### src/rtl/piso.sv
// Parallel-in serial-out shifter: loads a word on a write strobe and streams it
// one bit per clock, MSB or LSB first, with an optional one-cycle zero preamble.
module piso #(
  parameter int    DATA_WIDTH   = 8,
  parameter string DO_MSB_FIRST = "true",
  parameter string DO_FAST      = "true"
) (
  input  logic                  i_clk,
  input  logic                  i_rst,
  input  logic                  i_wr_en,
  input  logic [DATA_WIDTH-1:0] i_data,
  output logic                  o_data_valid,
  output logic                  o_data
);

  localparam bit MSB_FIRST = (DO_MSB_FIRST == "true");
  localparam bit FAST      = (DO_FAST == "true");
  localparam int CNT_W     = $clog2(DATA_WIDTH + 1);

  typedef enum logic [1:0] {
    IDLE,
    PRE,
    SHIFT
  } state_t;

  state_t                state;
  logic [DATA_WIDTH-1:0] sreg;
  logic [CNT_W-1:0]      cnt;

  function automatic logic head_bit(input logic [DATA_WIDTH-1:0] w);
    return MSB_FIRST ? w[DATA_WIDTH-1] : w[0];
  endfunction

  function automatic logic [DATA_WIDTH-1:0] advance(input logic [DATA_WIDTH-1:0] w);
    return MSB_FIRST ? {w[DATA_WIDTH-2:0], 1'b0} : {1'b0, w[DATA_WIDTH-1:1]};
  endfunction

  // cnt holds the number of bits still to be presented after the current one
  always_ff @(posedge i_clk or posedge i_rst) begin
    if (i_rst) begin
      state        <= IDLE;
      sreg         <= '0;
      cnt          <= '0;
      o_data_valid <= 1'b0;
      o_data       <= 1'b0;
    end else begin
      case (state)
        IDLE: begin
          if (i_wr_en) begin
            o_data_valid <= 1'b1;
            if (FAST) begin
              state  <= SHIFT;
              o_data <= head_bit(i_data);
              sreg   <= advance(i_data);
              cnt    <= CNT_W'(DATA_WIDTH - 1);
            end else begin
              state  <= PRE;
              o_data <= 1'b0;
              sreg   <= i_data;
              cnt    <= CNT_W'(DATA_WIDTH);
            end
          end
        end
        PRE: begin
          state  <= SHIFT;
          o_data <= head_bit(sreg);
          sreg   <= advance(sreg);
          cnt    <= CNT_W'(DATA_WIDTH - 1);
        end
        SHIFT: begin
          if (cnt == '0) begin
            state        <= IDLE;
            o_data_valid <= 1'b0;
            o_data       <= 1'b0;
          end else begin
            o_data <= head_bit(sreg);
            sreg   <= advance(sreg);
            cnt    <= cnt - 1'b1;
          end
        end
        default: begin
          state        <= IDLE;
          o_data_valid <= 1'b0;
          o_data       <= 1'b0;
        end
      endcase
    end
  end

endmodule

### config.mk
export PLATFORM = sky130hd
export DESIGN_NAME = piso
export DESIGN_NICKNAME = d
export VERILOG_FILES = /design/src/rtl/piso.sv
export SDC_FILE = /design/constraint.sdc
export NUM_CORES = 1
export LEC_CHECK = 0
export ABC_CLOCK_PERIOD_IN_PS = 2700
export BUFFER_PORTS_ARGS = -buffer_cell sky130_fd_sc_hd__buf_4
export CAP_MARGIN = 20
export CORE_AREA = 2 2 39 41
export DETAILED_ROUTE_END_ITERATION = 10
export DIE_AREA = 0 0 41 43
export GPL_TIMING_DRIVEN = 0
export PLACE_DENSITY = 0.84
export SLEW_MARGIN = 20
export SYNTH_ARGS = -nofsm -noshare
export SYNTH_HDL_FRONTEND = slang
export SYNTH_SLANG_ARGS = --single-unit
### constraint.sdc
create_clock -name i_clk -period 2.7 [get_ports i_clk]
set_input_delay 0.135 -clock i_clk [delete_from_list [all_inputs] [get_ports i_clk]]
set_output_delay 0.135 -clock i_clk [all_outputs]
set_load 0.01 [all_outputs]
# After elaboration in Yosys (flattened, before gate mapping)
# Index checks and enable logic that the tools add are counted.
[totals]
out_inout_bits = 2
ff_bits = 16
[op_classes]
eq_ne = 5
n_addsub = 1
mux = 15
n_bitwise = 1
n_reduce_logical = 6
[op_table]
columns = ["cell", "n"]
rows = [
  ["8-bit one-hot mux with 3 select lines", 1],
  ["8-bit two-way mux", 2],
  ["4-bit one-hot mux with 3 select lines", 1],
  ["4-bit two-way mux", 2],
  ["2-bit inequality test (second input constant)", 3],
  ["1-bit one-hot mux with 3 select lines", 2],
  ["2-bit one-hot mux with 3 select lines", 1],
  ["3-bit AND reduction", 2],
  ["4-bit logical NOT", 1],
  ["1-bit two-way mux", 4],
  ["2-bit two-way mux", 2],
  ["4-bit by 1-bit subtractor with 4-bit output (second input constant)", 1],
  ["3-bit nonzero test", 1],
  ["2-bit by 1-bit == test with 1-bit output (second input constant)", 1],
  ["2-bit == test (second input constant)", 1],
  ["2-bit logical NOT", 1],
  ["2-bit AND reduction", 1],
  ["1-bit inverter", 1],
]

# Depth between registers and ports, before layout
# Gate-level depths: netlist of the first run.
[depth]
word_depth = 3
ltp_mapped = 5
mapped_depth_nobuf = 5

# Worst setup path after synthesis of the first run
# Ideal clock, no wire load.
[synth_timing]
path_kind = "register to register"
startpoint = "reg cnt[0]"
endpoint = "reg sreg[2]"
path_stages_with_launch = 6
path_buffers = 0
arrival_time_ps = 1619
setup_time_ps = 125
required_time_ps = 2575
path_slack_ps = 956
cell_sequence = "dfrtp_1 -> inv_1 -> ha_1 -> or3b_4 -> a21oi_4 -> mux2_2"
[synth_between]
elab_chain_cells = 3
[synth_rtl]
columns = ["element", "line", "source"]
rows = [
  ["start, declared", "28", "logic [CNT_W-1:0] cnt;"],
  ["start signal, assigned", "55", "cnt <= CNT_W'(DATA_WIDTH - 1);"],
  ["start signal, assigned", "60", "cnt <= CNT_W'(DATA_WIDTH);"],
  ["start signal, assigned", "68", "cnt <= CNT_W'(DATA_WIDTH - 1);"],
  ["4-bit logical NOT", "71", "if (cnt == '0) begin"],
  ["2-bit inequality test (no source line)", "n/a", ""],
  ["3-bit AND reduction (no source line)", "n/a", ""],
  ["end signal, assigned", "59", "sreg <= i_data;"],
  ["end signal, assigned", "67", "sreg <= advance(sreg);"],
  ["end signal, assigned", "77", "sreg <= advance(sreg);"],
  ["end, declared", "27", "logic [DATA_WIDTH-1:0] sreg;"],
]
# Every way passes these cells.
# A chain may end at the register's enable or synchronous reset.

# Worst setup path after layout of the first run
[layout_timing]
startpoint = "reg cnt[0]"
endpoint = "reg sreg[4]"
# The elaborated chain is that of the path after synthesis.

==> qor.yml, run 1 <==
outcome:
  outcome: "finished, final reports clean"
yosys:
  synth_top_family_by_area: "multiplexers"
  synth-xor-area-share_pct: 0
  yosysWarningCount: 0
  synth_cell_type_count: 19
  syn_area_per_cell_um2: 12.4
  synth_compound_area_share_pct: 6.42
  yosys.area_share.simple_pct: 11.7
  synth_cells: 52
  synth_fa_ha_area_share_pct: 1.95
  synth_seq_cells: 13
  yosysSeqAreaShare_pct: 50.6
  synth_fp_nets: 64
  syn_area_um2: 643
  synth_mux_area_share_pct: 25.7
power_and_ir_drop:
  power.internal_mw: 0.568
  vdd_ir_drop_max_v: 0.000540
  p_per_area_nw_per_um2: 1070
  p_total_mw: 0.845
  pwr-share-comb_pct: 46.6
  seqPwrFrac_pct: 39.3
  clockPowerShare_pct: 14.1
  power.switching_mw: 0.277
  switching_share_pct: 32.8
  leakage_nw: 0.381
critical_path:
  cp-start-kind: "flip-flop"
  critPathKind: "flip-flop to flip-flop"
  required_ps: 2860
  crit_fanout: 9
  worstPathArrival_ps: 2030
  worstSetupEndpointType: "flip-flop"
global_routing:
  gr-usage-all-layers_pct: 14.9
  grt_pass1_vias: 431
  antenna_found_initial: 0
  grt_overflow: 0
  grt_max_degree: 14
  grt_pass1_wl_um: 1700
sta:
  finalCritPeriodShare_pct: 69.2
  max_freq_ghz: 0.535
  finalHoldViolations: 0
  min_period_ps: 1870
  final-setup-viol-count: 0
  slew_headroom_pct: 67.8
  finClkSkew_ps: 0.976
  drv_slew: 0
  tightest_slew_ps: 482
  grt_setup_unrepaired: "false"
  finalSetupTns_ps: 0
floorplanning:
  initial_utilization_pct: 46.5
  die_area_um2: 1760
  core_um2: 1380
  rows: 14
  io_pins: 13
  fp.dieW_um: 41
  die_h_um: 43
finish:
  fill_cells: 125
  drive_above_1_share_pct: 44.9
  fin_area_um2: 790
  fin_cells: 85
  antennaDiodeCount: 0
  area_growth_syn_to_layout_pct: 22.8
  finalNetCount: 82
placement:
  io_buffers: 12
  placedCellCount: 80
  gp_congestion: 0.748
  place_area_um2: 753
clock_tree:
  clkLatencyLatePin_ps: 270
  cts_buffer_depth: 2
  root_buffer: "clkbuf_4"
  cts.sinks: 13
  cts_tree: "built"
  numCtsBuffers: 3
  htree_levels: 1
  clk_pin_slew_ps: 80
routing:
  vias: 442
  drt_iter0_drc: 6
  final_antenna_net_count: 0
  wl_per_cell_um: 11.6
  detail_route.vias_per_cell: 5.20
  drc: 0
  wl_um: 987
  drt-pass1-iter-count: 4
hold_path:
  hp-class: "primary input to flip-flop"
run:
  drv_cap: 0
per-stage QoR:
stage	hold slack (ps)	setup WS (ps)	util [%]
2_1_floorplan	12.0	956	-
3_3_place_gp	182	860	54.4
3_5_place_dp	187	830	54.4
4_1_cts	82.7	820	57.1
5_1_grt	96.8	764	57.1
6_report	88.5	832	57.1
worst max-delay path, stage by stage, from the launching register on:
cell     delay [ps]
dfrtp_1         380
inv_1            90
ha_1            180
or3b_4          420
a21oi_4         310
mux2_2          380
layout by cell type (no fill, tap or decap), drive strengths merged:
master and n:
nor2b 1, a22o 1, or3b 1, dlygate4sd3 1, a21oi 1, ha 1, o21a 1, nand2b 1
mux2 12, o2bb2ai 1, dfrtp 13, nand4b 1, and2 1, inv 4, clkbuf 4, buf 14
nand3 3, nor3 1, mux2i 3, nand2 4
power groups by stage:
stage	Combinational, mW	Sequential (mW)	Clock, mW
after floorplan	0.311	0.331	0
after global routing	0.433	0.346	0.131
after detailed placement	0.397	0.336	0
final	0.393	0.332	0.119
after CTS	0.399	0.332	0.123
after global placement	0.384	0.333	0
logic make-up (layout without fill, tap and decap cells):
group                      count (synthesis)  count (layout)
muxes                                     15              15
and+or+nand+nor                           13              13
buffers and inverters                      6              23
DFF                                       13              13
adders and majority gates                  1               1
AOI/OAI and AO/OA                          4               4
Yosys cell counts:
cell type  count  area, µm²
dfrtp_1       13        325
mux2_2        12        135
inv_1          4       15.0
nand2_1        4       15.0
mux2i_1        3       30.0
nand3_1        3       15.0
a21oi_4        1       16.3
a22o_1         1       8.76
and2_2         1       7.51
buf_1          1       3.75
buf_2          1       5.00
ha_1           1       12.5
nand2b_1       1       6.26
nand4b_1       1       8.76
nor2b_1        1       6.26
nor3_1         1       5.00
o21a_1         1       7.51
o2bb2ai_1      1       8.76
or3b_4         1       11.3
final cells by class:
cell class	instances	area [µm²]	share of cell area, %
clock buffer	4	26.3	3.33
timing repair buffer	13	100	12.7
sequential	13	325	41.2
inverter	4	15.0	1.90
tap	16	20.0	2.54
buffer	2	8.76	1.11
multi-input combinational	33	294	37.2
metal layers:
layer,track usage [%],up-vias,routed length (µm)
met3,4.71,4,36
met1,18.2,214,454
met4,10.0,0,28
met2,21.6,10,467
met5,0,-,0
li1,-,214,-
final timing paths:
check / endpoint / cells after the start / slack (ps) / startpoint
hold / removal: sreg[1] / 2 / 90 / i_data[0]
setup / recovery: sreg[4] / 5 / 830 / cnt[0]
min in group asynchronous: sreg[5] / 3 / 430 / i_rst
setup reg to reg: sreg[4] / 5 / 830 / cnt[0]
hold reg to reg: o_data / 1 / 490 / sreg[7]
max in group asynchronous: cnt[1] / 3 / 1940 / i_rst
registers in the layout (all words and copies together) (netlist names):
| name | flops |
|---|---|
| sreg | 7 |
| cnt | 4 |
| o_data | 1 |
| o_data_valid | 1 |
what timing repair did:
item,4_1_cts,5_1_grt
gates resized for setup,0,0
endpoints found under the setup margin,0,0
buffers inserted,0,0
endpoints found under the hold margin,13,0
hold buffers,1,0
Power figures use the tool's default switching activity.
==> run 2, diff against run 1 <==
- ABC_CLOCK_PERIOD_IN_PS: 2700 -> 1850
- clock period: 2.7 -> 1.85 ns (I/O delays scaled with it)
==> run 2 against run 1 <==
  * Utilization grew 3.8 points
  * Die area did not move
  * Clock power grew 50%
  * Register-to-register slack lost 790 ps
  * Clock-buffer cell count did not move
  * Total power rose by 64%
  * Critical path depth grew 1
  * Hold slack worse by 44 ps
  * First-iteration DRC count is 17% lower
  * Via count is 4.1% higher
  * Critical path type unchanged
==> qor.yml, run 2 (same netlist as run 1, synthesis figures left out) <==
finish:
  mostFrequentLayoutCells: "14 x buf_4, 13 x dfrtp_1, 8 x mux2_2"
  final-seq-area_um2: 325
  largest_register: "sreg"
  antennaDiodeCount: 0
  post-route-util_pct: 60.8
  layout_commonest_cell: "buf_4"
  drive_above_1_share_pct: 51.4
  top_regs: "sreg x7, cnt x4"
  area_growth_syn_to_layout_pct: 30.9
  largest_reg_flops: 7
  multiInputGateArea_um2: 312
  finalNetCount: 85
  fill_cells: 114
floorplanning:
  die_h_um: 43
  fp.dieW_um: 41
  io_pins: 13
  core_um2: 1380
  die_area_um2: 1760
  rows: 14
  initial_utilization_pct: 46.5
power_and_ir_drop:
  seqPwrFrac_pct: 35.5
  clockPowerShare_pct: 12.9
  power.switching_mw: 0.445
  switching_share_pct: 32.2
  p_per_area_nw_per_um2: 1640
  vdd_ir_drop_max_v: 0.000799
  pwr-share-comb_pct: 51.7
  power.internal_mw: 0.940
  p_total_mw: 1.39
  leakage_nw: 0.409
outcome:
  outcome: "finished, final reports clean"
routing:
  drt_iter0_drc: 5
  vias: 460
  drc: 0
  wl_um: 1070
  final_antenna_net_count: 0
  wl_per_cell_um: 12.2
  drt-pass1-iter-count: 4
  detail_route.vias_per_cell: 5.23
hold_path:
  min-delay-start: "i_data[0]"
  hold_path_end: "sreg[1]"
  min_path_cells: 2
  hp-class: "primary input to flip-flop"
clock_tree:
  clk_pin_slew_ps: 80
  numCtsBuffers: 3
  clkLatencyLatePin_ps: 270
  root_buffer: "clkbuf_4"
  htree_levels: 1
  cts_buffer_depth: 2
  cts_tree: "built"
  cts.sinks: 13
sta:
  max_freq_ghz: 0.552
  slew_headroom_pct: 67.9
  tightest_slew_ps: 481
  min_period_ps: 1810
  grt_setup_unrepaired: "false"
  final-setup-viol-count: 0
  finalCritPeriodShare_pct: 98.0
  finalHoldViolations: 0
  drv_slew: 0
  finClkSkew_ps: 2.95
  holdWs_ps: 44.5
critical_path:
  worstSetupEndpointType: "flip-flop"
  crit_fanout: 8
  cp-start-kind: "flip-flop"
  worstPathArrival_ps: 1980
  reg2reg_depth: 6
  rrSetupSlack_ps: 40
  required_ps: 2010
  timing.rr.end: "sreg[2]"
  critPathKind: "flip-flop to flip-flop"
  r2r-start: "cnt[0]"
global_routing:
  grt_overflow: 0
  grt_pass1_wl_um: 1810
  grt_pass1_vias: 436
  antenna_found_initial: 0
  grt_max_degree: 14
  gr-usage-all-layers_pct: 15.9
placement:
  io_buffers: 12
  gp_congestion: 0.748
run:
  drv_cap: 0
-- run 2: cell count changes in the layout (fill, tap and decap cells not counted) --
cell and change:
buf_12 +1, buf_4 +2, ha_1 -1, ha_2 +1, inv_1 -2, inv_2 +2, mux2_2 -4, mux2_4 +4
-- run 2: how the worst max path moves through the flow --
stage	slack, ps	cells after the start	end	startpoint
final	40	6	sreg[2]	cnt[0]
after global routing	4	6	sreg[2]	cnt[1]
after CTS	10	5	sreg[4]	cnt[0]
after detailed placement	-20	5	sreg[4]	cnt[0]
after global placement	10	5	sreg[4]	cnt[0]
after floorplan	110	5	sreg[2]	cnt[0]
-- run 2: through the flow --
stage / cell area, µm² / setup WS, ps / TNS (ps) / std cells
final: 842 / 37.6 / 0 / 88
after global routing: 842 / 3.99 / 0 / 88
after CTS: 797 / 13.7 / 0 / 86
after detailed placement: 753 / -20.5 / -71.5 / 80
after global placement: 753 / 9.62 / 0 / 80
after floorplan: 643 / 106 / 0 / 52
-- run 2: layer usage --
| metal | global-route usage (%) | vias to the layer above | wire length, µm |
|---|---|---|---|
| met5 | 0 | - | 0 |
| met4 | 10.0 | 0 | 28 |
| met3 | 4.71 | 4 | 33 |
| met2 | 22.8 | 8 | 497 |
| met1 | 19.9 | 226 | 515 |
| li1 | - | 222 | - |
-- run 2: critical path, cell delays in order, from the launching register on --
cell,delay [ps]
dfrtp_1,390
inv_2,70
ha_2,180
or3b_4,410
a21oi_4,180
buf_12,140
mux2_2,330
-- run 2: power groups by stage --
| stage | combinational [mW] | clock [mW] | sequential, mW |
|---|---|---|---|
| after floorplan | 0.454 | 0 | 0.483 |
| after global placement | 0.561 | 0 | 0.487 |
| after detailed placement | 0.579 | 0 | 0.490 |
| after CTS | 0.602 | 0.179 | 0.485 |
| after global routing | 0.781 | 0.191 | 0.512 |
| final | 0.716 | 0.178 | 0.491 |
-- run 2: cell type report --
class	instances	area share, %
buffer	2	1.04
clock buffer	4	3.12
inverter	4	1.78
multi-input combinational	33	37.0
sequential	13	38.6
tap	16	2.38
timing repair buffer	16	16.0
-- run 2: what timing repair did --
action / CTS / global route
hold buffers: 1 / 0
hold endpoints to repair: 13 / 0
resized for setup: 0 / 7
endpoints found under the setup margin: 6 / 6
cloned: 0 / 0
setup buffers: 1 / 2
pin swaps: 1 / 1
==> run 3, diff against run 2 <==
- BUFFER_PORTS_ARGS: -buffer_cell sky130_fd_sc_hd__buf_4 -> -buffer_cell sky130_fd_sc_hd__buf_2
==> run 3 against run 2 <==
  * Clock skew rose by 2.5 ps
  * Sequential share of layout area rose by 2.8 points
  * Largest cell class unchanged
  * Critical path depth fell by 1
  * Non-clock buffer count fell by 2
  * Largest power group unchanged
  * Fmax fell by 0.74%
  * Sequential power rose by 1%
  * Critical endpoint unchanged
  * Setup slack got worse by 14 ps
  * Utilization fell by 4.1 points
  * Critical path type unchanged
  * Clock power fell by 6%
==> qor.yml, run 3 (same netlist as run 1, synthesis figures left out) <==
outcome:
  outcome: "finished, final reports clean"
floorplanning:
  rows: 14
  die_area_um2: 1760
  initial_utilization_pct: 46.5
  io_pins: 13
  core_um2: 1380
  die_h_um: 43
  fp.dieW_um: 41
power_and_ir_drop:
  switching_share_pct: 33.9
  leakage_nw: 0.380
  power.internal_mw: 0.855
  vdd_ir_drop_max_v: 0.000863
  p_per_area_nw_per_um2: 1650
  seqPwrFrac_pct: 38.4
  pwr-share-comb_pct: 48.6
  clockPowerShare_pct: 13.0
  p_total_mw: 1.29
  power.switching_mw: 0.439
global_routing:
  grt_max_degree: 14
  gr-usage-all-layers_pct: 16.3
  grt_pass1_vias: 461
  grt_pass1_wl_um: 1900
  antenna_found_initial: 0
  grt_overflow: 0
sta:
  holdWs_ps: 67.8
  grt_setup_unrepaired: "true"
  slew_headroom_pct: 67.3
  final-setup-viol-count: 0
  min_period_ps: 1830
  finalSetupTns_ps: 0
  drv_slew: 0
  finalCritPeriodShare_pct: 98.7
  max_freq_ghz: 0.548
  tightest_slew_ps: 490
  finClkSkew_ps: 5.43
  finalHoldViolations: 0
critical_path:
  required_ps: 2000
  crit_fanout: 5
  critPathKind: "flip-flop to flip-flop"
  worstSetupEndpointType: "flip-flop"
  worstPathArrival_ps: 1970
  cp-start-kind: "flip-flop"
routing:
  vias: 454
  wl_per_cell_um: 13.3
  wl_um: 1150
  final_antenna_net_count: 0
  drc: 0
  drt_iter0_drc: 2
  detail_route.vias_per_cell: 5.22
  drt-pass1-iter-count: 2
finish:
  final-seq-area_um2: 325
  fin_cells: 87
  drive_above_1_share_pct: 50.7
  fill_cells: 119
  post-route-util_pct: 56.8
  top_regs: "sreg x7, cnt x4"
  finalNetCount: 84
  largest_register: "sreg"
  antennaDiodeCount: 0
  mostFrequentLayoutCells: "13 x buf_2, 13 x dfrtp_1, 10 x mux2_2"
  multiInputGateArea_um2: 313
  largest_reg_flops: 7
  area_growth_syn_to_layout_pct: 22.2
placement:
  io_buffers: 12
  hpwl_um: 800
  placedCellCount: 80
  gp_congestion: 0.730
clock_tree:
  cts_tree: "built"
  clkLatencyLatePin_ps: 260
  cts_buffer_depth: 2
  cts.sinks: 13
  clk_pin_slew_ps: 80
  numCtsBuffers: 3
  root_buffer: "clkbuf_4"
  htree_levels: 1
run:
  drv_cap: 0
hold_path:
  hp-class: "primary input to flip-flop"
## run 3: critical path, stage by stage (launching register included)
cell and delay [ps]:
dfrtp_1 400, inv_2 70, ha_2 180, or3b_4 430
a21oi_4 270, mux2_2 360
## run 3: timing repair
| item | in CTS | in global routing |
|---|---|---|
| endpoints found under the setup margin | 6 | 6 |
| hold buffers | 1 | 0 |
| gates cloned | 1 | 0 |
| pin swaps | 1 | 2 |
| endpoints found under the hold margin | 13 | 0 |
| setup buffers | 0 | 1 |
| gates resized for setup | 0 | 5 |
## run 3: power groups by stage
stage	clock [mW]	sequential (mW)	combinational [mW]
floorplan	0	0.483	0.454
global placement	0	0.484	0.544
detailed placement	0	0.496	0.562
CTS	0.172	0.490	0.586
global route	0.187	0.506	0.693
finish	0.168	0.497	0.629
## run 3: layer usage
layer,share of wire (%),vias up,track usage [%]
met5,0,-,0
met4,0.87,0,6.00
met3,2.4,2,4.71
met2,54,6,25.0
met1,43,226,20.9
li1,-,220,-
## run 3: layout make-up
cell class | count | share of cell area, %
flip-flops and latches | 13 | 41.4
multi-input cells | 34 | 39.8
repair buffers | 14 | 9.87
clock buffers | 4 | 3.34
well taps | 16 | 2.55
inverters | 4 | 1.91
plain buffers | 2 | 1.11
## run 3: worst paths after layout
check,from,to,slack [ps],cells past startpoint
max in group asynchronous,i_rst,sreg[2],1130,3
worst max-delay path,cnt[0],sreg[2],20,5
min in group asynchronous,i_rst,sreg[7],380,3
worst min register to register,sreg[7],o_data,490,1
worst max register to register,cnt[0],sreg[2],20,5
worst min-delay path,i_data[0],sreg[1],70,2
## run 3: per-stage QoR
stage | area [µm²] | worst slack, ps
floorplan | 643 | 106
global placement | 723 | 8.39
detailed placement | 723 | -23.1
CTS | 768 | 43.7
global route | 786 | -41.8
finish | 786 | 24.1
